--- src/rtl/led_phase_sequencer_pkg.sv ---
// Shared definitions for the LED phase sequencer: FSM encoding, active-low
// seven-segment glyphs (seg[7]=dp, seg[6:0]=g..a) and anode select patterns.
package led_phase_sequencer_pkg;

    typedef enum logic [1:0] {
        ST_IDLE = 2'd0,
        ST_FILL = 2'd1,
        ST_FULL = 2'd2,
        ST_DONE = 2'd3
    } state_t;

    localparam logic [7:0] GLYPH_BLANK   = 8'hFF;
    localparam logic [7:0] GLYPH_P       = 8'h8C;
    localparam logic [7:0] GLYPH_LOWER_D = 8'hA1;
    localparam logic [7:0] GLYPH_DASH    = 8'hBF;
    localparam logic [7:0] GLYPH_F       = 8'h8E;
    localparam logic [7:0] DP_ON_MASK    = 8'h7F;

    localparam logic [3:0] AN_OFF  = 4'b1111;
    localparam logic [3:0] AN_DIG0 = 4'b1110;
    localparam logic [3:0] AN_DIG1 = 4'b1101;
    localparam logic [3:0] AN_DIG2 = 4'b1011;
    localparam logic [3:0] AN_DIG3 = 4'b0111;

    function automatic logic [7:0] hex_glyph(input logic [3:0] value);
        logic [7:0] g;
        case (value)
            4'h0:    g = 8'hC0;
            4'h1:    g = 8'hF9;
            4'h2:    g = 8'hA4;
            4'h3:    g = 8'hB0;
            4'h4:    g = 8'h99;
            4'h5:    g = 8'h92;
            4'h6:    g = 8'h82;
            4'h7:    g = 8'hF8;
            4'h8:    g = 8'h80;
            4'h9:    g = 8'h90;
            4'hA:    g = 8'h88;
            4'hB:    g = 8'h83;
            4'hC:    g = 8'hC6;
            4'hD:    g = 8'hA1;
            4'hE:    g = 8'h86;
            default: g = 8'h8E;
        endcase
        return g;
    endfunction

    // A divisor of 1 still needs a one-bit counter to keep the vectors legal.
    function automatic int count_width(input int divisor);
        return (divisor > 1) ? $clog2(divisor) : 1;
    endfunction

endpackage

--- src/rtl/led_phase_sequencer_seg_scan.sv ---
// Four-digit multiplexer for an active-low seven-segment display; steps from
// digit 3 down to digit 0, holding each for SCAN_DIV cycles.
module led_phase_sequencer_seg_scan
    import led_phase_sequencer_pkg::*;
#(
    parameter int SCAN_DIV = 100_000
) (
    input  logic       clk,
    input  logic       rst_n,
    input  logic       enable,
    input  logic [7:0] glyph3,
    input  logic [7:0] glyph2,
    input  logic [7:0] glyph1,
    input  logic [7:0] glyph0,
    output logic [7:0] seg,
    output logic [3:0] an
);

    localparam int SCAN_W = count_width(SCAN_DIV);
    localparam logic [SCAN_W-1:0] SCAN_LAST = SCAN_W'(SCAN_DIV - 1);

    logic [SCAN_W-1:0] scan_cnt_q, scan_cnt_d;
    logic [1:0]        slot_q, slot_d;
    logic [1:0]        digit;
    logic [7:0]        glyph_sel;
    logic [3:0]        an_sel;

    // Runs regardless of enable so the digit rhythm never restarts mid-run.
    always_comb begin
        scan_cnt_d = scan_cnt_q + SCAN_W'(1);
        slot_d     = slot_q;
        if (scan_cnt_q == SCAN_LAST) begin
            scan_cnt_d = '0;
            slot_d     = slot_q + 2'd1;
        end
    end

    always_ff @(posedge clk or negedge rst_n) begin
        if (!rst_n) begin
            scan_cnt_q <= '0;
            slot_q     <= 2'd0;
        end else begin
            scan_cnt_q <= scan_cnt_d;
            slot_q     <= slot_d;
        end
    end

    assign digit = 2'd3 - slot_q;

    always_comb begin
        glyph_sel = GLYPH_BLANK;
        an_sel    = AN_OFF;
        case (digit)
            2'd3: begin glyph_sel = glyph3; an_sel = AN_DIG3; end
            2'd2: begin glyph_sel = glyph2; an_sel = AN_DIG2; end
            2'd1: begin glyph_sel = glyph1; an_sel = AN_DIG1; end
            default: begin glyph_sel = glyph0; an_sel = AN_DIG0; end
        endcase
    end

    assign seg = enable ? glyph_sel : GLYPH_BLANK;
    assign an  = enable ? an_sel : AN_OFF;

endmodule

--- src/rtl/led_phase_sequencer.sv ---
// Multi-phase LED bar-fill sequencer: NUM_PHASES sweeps with step divider,
// pause, manual or timed advance, and a "P ?x" status readout.
module led_phase_sequencer
    import led_phase_sequencer_pkg::*;
#(
    parameter int LED_W        = 13,
    parameter int STEP_DIV     = 25_000_000,
    parameter int NUM_PHASES   = 4,
    parameter int AUTO_ADVANCE = 0,
    parameter int HOLD_DIV     = 50_000_000,
    parameter int SCAN_DIV     = 100_000
) (
    input  logic             CLOCK,
    input  logic             RESET_N,
    input  logic             start,
    input  logic             next,
    input  logic             pause,
    output logic [LED_W-1:0] LED,
    output logic [7:0]       seg,
    output logic [3:0]       an,
    output logic [3:0]       phase,
    output logic             phase_done,
    output logic             done
);

    localparam int TICK_W = count_width(STEP_DIV);
    localparam int HOLD_W = count_width(HOLD_DIV);
    localparam logic [TICK_W-1:0] TICK_LAST  = TICK_W'(STEP_DIV - 1);
    localparam logic [HOLD_W-1:0] HOLD_LAST  = HOLD_W'(HOLD_DIV - 1);
    localparam logic [3:0]        PHASE_LAST = 4'(NUM_PHASES - 1);
    localparam logic [LED_W-1:0]  LED_FULL   = {LED_W{1'b1}};

    state_t            state_q, state_d;
    logic [LED_W-1:0]  led_q, led_d;
    logic [3:0]        phase_q, phase_d;
    logic [TICK_W-1:0] tick_q, tick_d;
    logic [HOLD_W-1:0] hold_q, hold_d;
    logic              phase_done_q, phase_done_d;
    logic              advance;

    always_comb begin
        state_d      = state_q;
        led_d        = led_q;
        phase_d      = phase_q;
        tick_d       = tick_q;
        hold_d       = hold_q;
        phase_done_d = 1'b0;
        advance      = 1'b0;

        case (state_q)
            ST_IDLE, ST_DONE: begin
                if (start) begin
                    state_d = ST_FILL;
                    led_d   = '0;
                    phase_d = 4'd0;
                    tick_d  = '0;
                    hold_d  = '0;
                end
            end

            ST_FILL: begin
                // A full bar is seen one cycle after it lands, so the pulse
                // lines up with the FULL state rather than the last step.
                if (led_q == LED_FULL) begin
                    state_d      = ST_FULL;
                    phase_done_d = 1'b1;
                    hold_d       = '0;
                end else if (!pause) begin
                    if (tick_q == TICK_LAST) begin
                        led_d  = {led_q[LED_W-2:0], 1'b1};
                        tick_d = '0;
                    end else begin
                        tick_d = tick_q + TICK_W'(1);
                    end
                end
            end

            ST_FULL: begin
                if (phase_q == PHASE_LAST) begin
                    state_d = ST_DONE;
                end else if (AUTO_ADVANCE != 0) begin
                    if (!pause) begin
                        if (hold_q == HOLD_LAST) begin
                            advance = 1'b1;
                        end else begin
                            hold_d = hold_q + HOLD_W'(1);
                        end
                    end
                end else if (next) begin
                    advance = 1'b1;
                end

                if (advance) begin
                    state_d = ST_FILL;
                    led_d   = '0;
                    phase_d = phase_q + 4'd1;
                    tick_d  = '0;
                    hold_d  = '0;
                end
            end

            default: begin
                state_d = ST_IDLE;
                led_d   = '0;
            end
        endcase
    end

    always_ff @(posedge CLOCK or negedge RESET_N) begin
        if (!RESET_N) begin
            state_q      <= ST_IDLE;
            led_q        <= '0;
            phase_q      <= 4'd0;
            tick_q       <= '0;
            hold_q       <= '0;
            phase_done_q <= 1'b0;
        end else begin
            state_q      <= state_d;
            led_q        <= led_d;
            phase_q      <= phase_d;
            tick_q       <= tick_d;
            hold_q       <= hold_d;
            phase_done_q <= phase_done_d;
        end
    end

    assign LED        = led_q;
    assign phase      = phase_q;
    assign phase_done = phase_done_q;
    assign done       = (state_q == ST_DONE);

    logic [7:0] glyph_status;
    logic [7:0] glyph0;

    always_comb begin
        case (state_q)
            ST_FULL: glyph_status = GLYPH_F;
            ST_DONE: glyph_status = GLYPH_LOWER_D;
            default: glyph_status = GLYPH_DASH;
        endcase
        glyph0 = pause ? (glyph_status & DP_ON_MASK) : glyph_status;
    end

    led_phase_sequencer_seg_scan #(
        .SCAN_DIV (SCAN_DIV)
    ) u_seg_scan (
        .clk    (CLOCK),
        .rst_n  (RESET_N),
        .enable (state_q != ST_IDLE),
        .glyph3 (GLYPH_P),
        .glyph2 (GLYPH_BLANK),
        .glyph1 (hex_glyph(phase_q)),
        .glyph0 (glyph0),
        .seg    (seg),
        .an     (an)
    );

endmodule

--- config.mk ---
export PLATFORM = sky130hd
export DESIGN_NAME = led_phase_sequencer
export DESIGN_NICKNAME = d
export VERILOG_FILES = /design/src/rtl/led_phase_sequencer_pkg.sv /design/src/rtl/led_phase_sequencer_seg_scan.sv /design/src/rtl/led_phase_sequencer.sv
export SDC_FILE = /design/constraint.sdc
export NUM_CORES = 1
export LEC_CHECK = 0
export ABC_AREA = 1
export BUFFER_PORTS_ARGS = -buffer_cell sky130_fd_sc_hd__buf_2
export CORE_MARGIN = 3
export CORE_UTILIZATION = 25
export DETAILED_ROUTE_END_ITERATION = 10
export HOLD_SLACK_MARGIN = 0.15
export PLACE_DENSITY = 0.51
export SLEW_MARGIN = 20
export SYNTH_ARGS = -nofsm -noshare
export SYNTH_HDL_FRONTEND = slang
export SYNTH_SLANG_ARGS = --single-unit
--- constraint.sdc ---
create_clock -name CLOCK -period 1.64 [get_ports CLOCK]
set_input_delay 0 -clock CLOCK [delete_from_list [all_inputs] [get_ports CLOCK]]
set_output_delay 0 -clock CLOCK [all_outputs]
set_load 0.02 [all_outputs]
### Word-level counts from Yosys, hierarchy flattened

Memory sizes are Yosys's and may differ from the RTL's.
Index checks and enable logic that the tools add are counted.

* $add $sub $neg: 5
* eq/ne operators: 17
* mux-type cells: 32
* reductions and logical operators: 8

Operators with widths (count)
* $mux 25: 5
* $pmux 25 s3: 1
* $mux 13: 5
* $pmux 13 s3: 1
* $add 25x1->25 const B: 1
* $eq 25x25->1 const B: 1
* $pmux 8 s3: 1
* $add 17x1->17 const B: 1
* $eq 17x17->1 const B: 1
* $mux 17: 1
* $mux 8: 2
* $eq 13x13->1 const B: 1
* $mux 4: 3
* $ne 2x2->1 const B: 6
* $pmux 4 s3: 1
* $pmux 6 s2: 1
* $eq 2x2->1 const B: 4
* $mux 2: 4
* $pmux 4 s2: 1
* $pmux 2 s3: 1
* $reduce_and 3->1: 2
* $mux 1: 5
* $reduce_and 5->1: 1
* $add 4x1->4 const B: 1
* other kinds (9): 11

* bits in registers: 64
* bits in read-only memories: 112
* bits of input ports: 5
* output and inout port bits: 31
* word-level logic and storage cells: 70
* memories kept: 1

Memories
* (no name shown): depth 16, bits a word 7, read ports 1, clocked after Yosys merged registers in 0, wr ports 0, line led_phase_sequencer_pkg.sv:27 `case (value)`

### Depth between registers and ports, before layout

* depth in word-level cells: 5
* gate-level depth with buffers: 12
* depth with buffers taken out: 11

### Modules after synthesis

From an unflattened synthesis, not the netlist that was laid out.

* cell total of the unflattened synthesis: 624
* area, all modules: 4411.7 um^2

Modules (own cells, without submodules)
* led_phase_sequencer: times used 1, cells an instance 426, area each 3036.7 um^2, seq. area each 1126.1 um^2
* led_phase_sequencer_seg_scan: times used 1, cells an instance 198, area each 1375.1 um^2, seq. area each 475.5 um^2

### Least setup slack after synthesis

OpenSTA, ideal clock, no wires.

* kind: register to output
* start: register phase_q[0] (netlist: phase[0])
* end: output port seg[3]
* data arrival time: 1.869 ns
* data required time: 1.640 ns
* slack: -0.229 ns
* stages on the path, launching flop included: 8
* buffers on the path: 0
* path through: dfrtp_1 -> inv_1 -> ha_1 -> a21oi_1 -> o21ai_0 -> nand2_1 -> a21oi_1 -> o21ai_0

* longest elaborated chain between the ends: 3

RTL lines
* start, declared: line led_phase_sequencer.sv:35 `logic [3:0] phase_q, phase_d;`
* start signal, assigned: line led_phase_sequencer.sv:120 `phase_q <= phase_d;`
* $mem_v2 16x7
* $pmux 8 s3: line led_phase_sequencer_seg_scan.sv:53 `case (digit)`
* $mux 8: line led_phase_sequencer_seg_scan.sv:61 `assign seg = enable ? glyph_sel : GLYPH_BLANK;`
* end, declared: line led_phase_sequencer.sv:19 `output logic [7:0] seg,`

Every way passes these cells.

### Worst setup path after layout

* start: register phase_q[0] (netlist: phase[0])
* end: register tick_q[14]

* longest elaborated chain between the ends: 5

RTL lines
* $eq 4x2->1: line led_phase_sequencer.sv:79 `if (phase_q == PHASE_LAST) begin`
* $mux 1: line led_phase_sequencer.sv:79
* $mux 1: line led_phase_sequencer.sv:50 `case (state_q)`
* $ne 2x2->1 (no source line)
* $reduce_and 4->1 (no source line)
* end signal, assigned: line led_phase_sequencer.sv:121 `tick_q <= tick_d;`
* end, declared: line led_phase_sequencer.sv:36 `logic [TICK_W-1:0] tick_q, tick_d;`

Every way passes these cells. The select of a mux whose other input is x is not followed.
A chain may end at the register's enable or synchronous reset.

==> results.sh <==
export IMPL_antenna_found_initial=0
export IMPL_synth_distinct_cells=35
export IMPL_p_total_uw=6653
export IMPL_synthCells=595
export IMPL_cpMostUsedCell="buf_4"
export IMPL_num_vias=4174
export IMPL_rr_endpoint="tick_q[14]"
export IMPL_fillers=1682
export IMPL_crit_type="flip-flop to flip-flop"
export IMPL_fin_crit_sh=1.131
export IMPL_violations="negative setup slack"
export IMPL_grt_max_degree=65
export IMPL_wl_um=12570
export IMPL_wl_per_cell_um=13.43
export IMPL_initial_utilization=0.2606
export IMPL_cts_buffers=9
export IMPL_synth_edff_count=0
export IMPL_die_width_um=136.1
export IMPL_rsz0062_at_grt="yes"
export IMPL_hold_violations=0
export IMPL_dieArea_um2=18510
export IMPL_worst_skew_pair_late_latency_ns=0.34
export IMPL_critPathMaxStageDelay_ns=0.41
export IMPL_syn_cell_area_um2=4229
export IMPL_crit_fanout=7
export IMPL_drive_gt1_frac=0.2875
export IMPL_cts_root_buffer="clkbuf_16"
export IMPL_io_pin_count=36
export IMPL_syn_nets=623
export IMPL_crit_buf_inv=4
export IMPL_cp_end_kind="flip-flop"
export IMPL_cp_arrival_ns=2.14
export IMPL_cellPowerDensity_nw_per_um2=1105
export IMPL_place_inst=894
export IMPL_reg2reg_depth=11
export IMPL_cp_start_kind="flip-flop"
export IMPL_area_delta_synth_final_pct=42.31
export IMPL_n_antenna_cell=0
export IMPL_coreArea_um2=16230
export IMPL_fin_util=0.3708
export IMPL_slew_violations=0
export IMPL_final_antenna_net_count=0
export IMPL_reg2reg_setup_slack_ns=-0.22
export IMPL_synth_main_ff_cell="dfrtp_1"
export IMPL_crit_cells=11
export IMPL_tightest_slew_ns=0.3859
export IMPL_yosysSeqAreaShare=0.3787
export IMPL_via_per_inst=4.459
export IMPL_reg2reg_from="phase[0]"
export IMPL_max_freq_ghz=0.5390
export IMPL_drv_cap=0
export IMPL_finalNonFillerCells=936
export IMPL_crit_start="phase[0]"
export IMPL_synth_yosys_warnings=0
export IMPL_vdd_drop_max_mv=0.5390
export IMPL_htreeDepth=3
export IMPL_status="finished with violations"
export IMPL_endpoint="tick_q[14]"
export IMPL_grt_pass1_vias=3973
export IMPL_dr_pass1_iters=5
export IMPL_setup_viol=49
export IMPL_grt_overflow_total=0
export IMPL_gp_congestion=0.8176
export IMPL_grt_util_all_layers=0.1347
export IMPL_setup_slack_ns=-0.2153
export IMPL_clkSinkCount=64
export IMPL_clock_path_buffers=2
export IMPL_hold_path_class="input port to flip-flop"
export IMPL_synth_seq_cells=64
export IMPL_required_ns=1.92
export IMPL_skew_ns=0.008475
export IMPL_drc=0
export IMPL_p_leak_uw=0.002819
export IMPL_hpwlAfterDp_um=8580
export IMPL_cts_tree="done"
export IMPL_rows=46
export IMPL_slowest_stage="dfrtp_1"
export IMPL_numPortBuffers=35
export IMPL_critPathTopFamily="simple AND/OR/NAND/NOR gates"
export IMPL_period_needed_ns=1.855
export IMPL_fin_nets=743
export IMPL_async_flop_share=1.000
export IMPL_grt_pass1_wl_um=19750
export IMPL_clk_pin_slew_ns=0.06
export IMPL_path_cells="buf_4 > buf_4 > ha_4 > nand3_2 > nand2_2 > nor2_4 > nand3_4 > clkinv_8 > clkbuf_16 > nand4_1 > nand2_1"
export IMPL_die_h_um=136.1
export IMPL_slew_headroom=0.7427
export IMPL_syn_area_per_cell_um2=7.108
export IMPL_first_iter_violations=196
[flip-flops by register name, indices dropped and copies added, names as in the netlist]
register	count
u_seg_scan.slot_q	2
phase	4
u_seg_scan.scan_cnt_q	17
state_q	2
LED	13
tick_q	25
phase_done	1
[routing by layer]
layer  up-vias  share of wire  global-route usage
met5         -              0                   0
met4         0          0.014             0.03583
met3        12          0.035             0.03331
met2        61           0.47              0.2160
met1      1946           0.48              0.1813
li1       2155              -                   -
[layout make-up]
| class | instances | area, um2 | area share |
|---|---|---|---|
| clock buffer | 10 | 239.0 | 0.03971 |
| clock inverter | 6 | 45.04 | 0.007484 |
| inverter | 61 | 246.5 | 0.04096 |
| multi-input combinational | 458 | 2565 | 0.4262 |
| sequential | 64 | 1602 | 0.2661 |
| tap | 216 | 270.3 | 0.04491 |
| timing repair buffer | 121 | 1051 | 0.1746 |
[timing repair]
item / 4_1_cts / 5_1_grt
hold endpoints to repair: 64 / 0
hold buffers: 1 / 0
gates cloned: 0 / 7
pin swaps: 9 / 18
buffers inserted: 7 / 11
endpoints found under the setup margin: 8 / 63
resized for setup: 57 / 44
[cells by family (layout without fill, tap and decap cells)]
logic type | after synthesis | after routing | synth area share
simple gates | 357 | 358 | 0.3680
buf+inv | 74 | 198 | 0.07189
flops | 64 | 64 | 0.3787
compound gates | 59 | 59 | 0.07604
fa+ha+maj | 23 | 23 | 0.06805
xor+xnor | 18 | 18 | 0.03728
[power breakdown]
group          leakage, uW  total, uW  internal (uW)  switching (uW)
registers         0.000875       1680           1630            43.7
clock network     0.000131       1820           1060             751
logic              0.00181       3160           1430            1730
[per-stage QoR]
stage | hold WS, ns | cell area, um2 | TNS, ns | setup slack [ns]
after detailed placement | 0.05684 | 5151 | 0 | 0.005525
final | 0.1883 | 6018 | -6.850 | -0.2153
after floorplan | -0.2956 | 4245 | -1.718 | -0.07213
after CTS | 0.1859 | 5674 | -1.023 | -0.1236
after global placement | 0.05865 | 5151 | 0 | 0.02243
after global routing | 0.2452 | 6018 | -11.00 | -0.2832
[cells in the mapped netlist (7+ instances only)]
library cell	n	area [um2]
nand2_1	184	690.7
nor2_1	75	281.5
dfrtp_1	64	1602
inv_1	57	214.0
nand3_1	47	235.2
o21ai_0	31	155.2
ha_1	23	287.8
nand4_1	19	118.9
a21oi_1	17	85.08
xor2_1	15	131.4
nand3b_1	9	67.56
buf_2	7	35.03
[layout by cell type, fill, tap and decap left out, types with 7 or more instances in the layout]
cell type / count
inv_1: 46
nor2_1: 66
a21oi_1: 13
nor2_2: 10
nand3b_1: 9
buf_2: 29
nand2_1: 180
inv_2: 12
buf_4: 63
ha_4: 7
ha_1: 11
dfrtp_1: 64
nand4_1: 19
buf_6: 18
xor2_1: 15
clkbuf_16: 13
o21ai_0: 16
o21ai_1: 13
nand3_1: 45
[worst reg2reg max path, delay by kind of cell (launching register included)]
kind / cells / cell delay (ns)
flops: 1 / 0.41
fa+ha+maj: 1 / 0.16
simple gates: 6 / 0.62
buf+inv: 4 / 0.61
[worst min path at each step]
stage | slack (ns) | cells past startpoint | end | start
6_report | 0.19 | 5 | tick_q[18] | pause
5_1_grt | 0.25 | 5 | tick_q[18] | pause
4_1_cts | 0.19 | 6 | tick_q[18] | pause
3_5_place_dp | 0.06 | 2 | tick_q[21] | RESET_N
3_3_place_gp | 0.06 | 2 | tick_q[21] | RESET_N
2_1_floorplan | -0.30 | 0 | LED[0] | RESET_N
(Power assumes the default switching activity.)
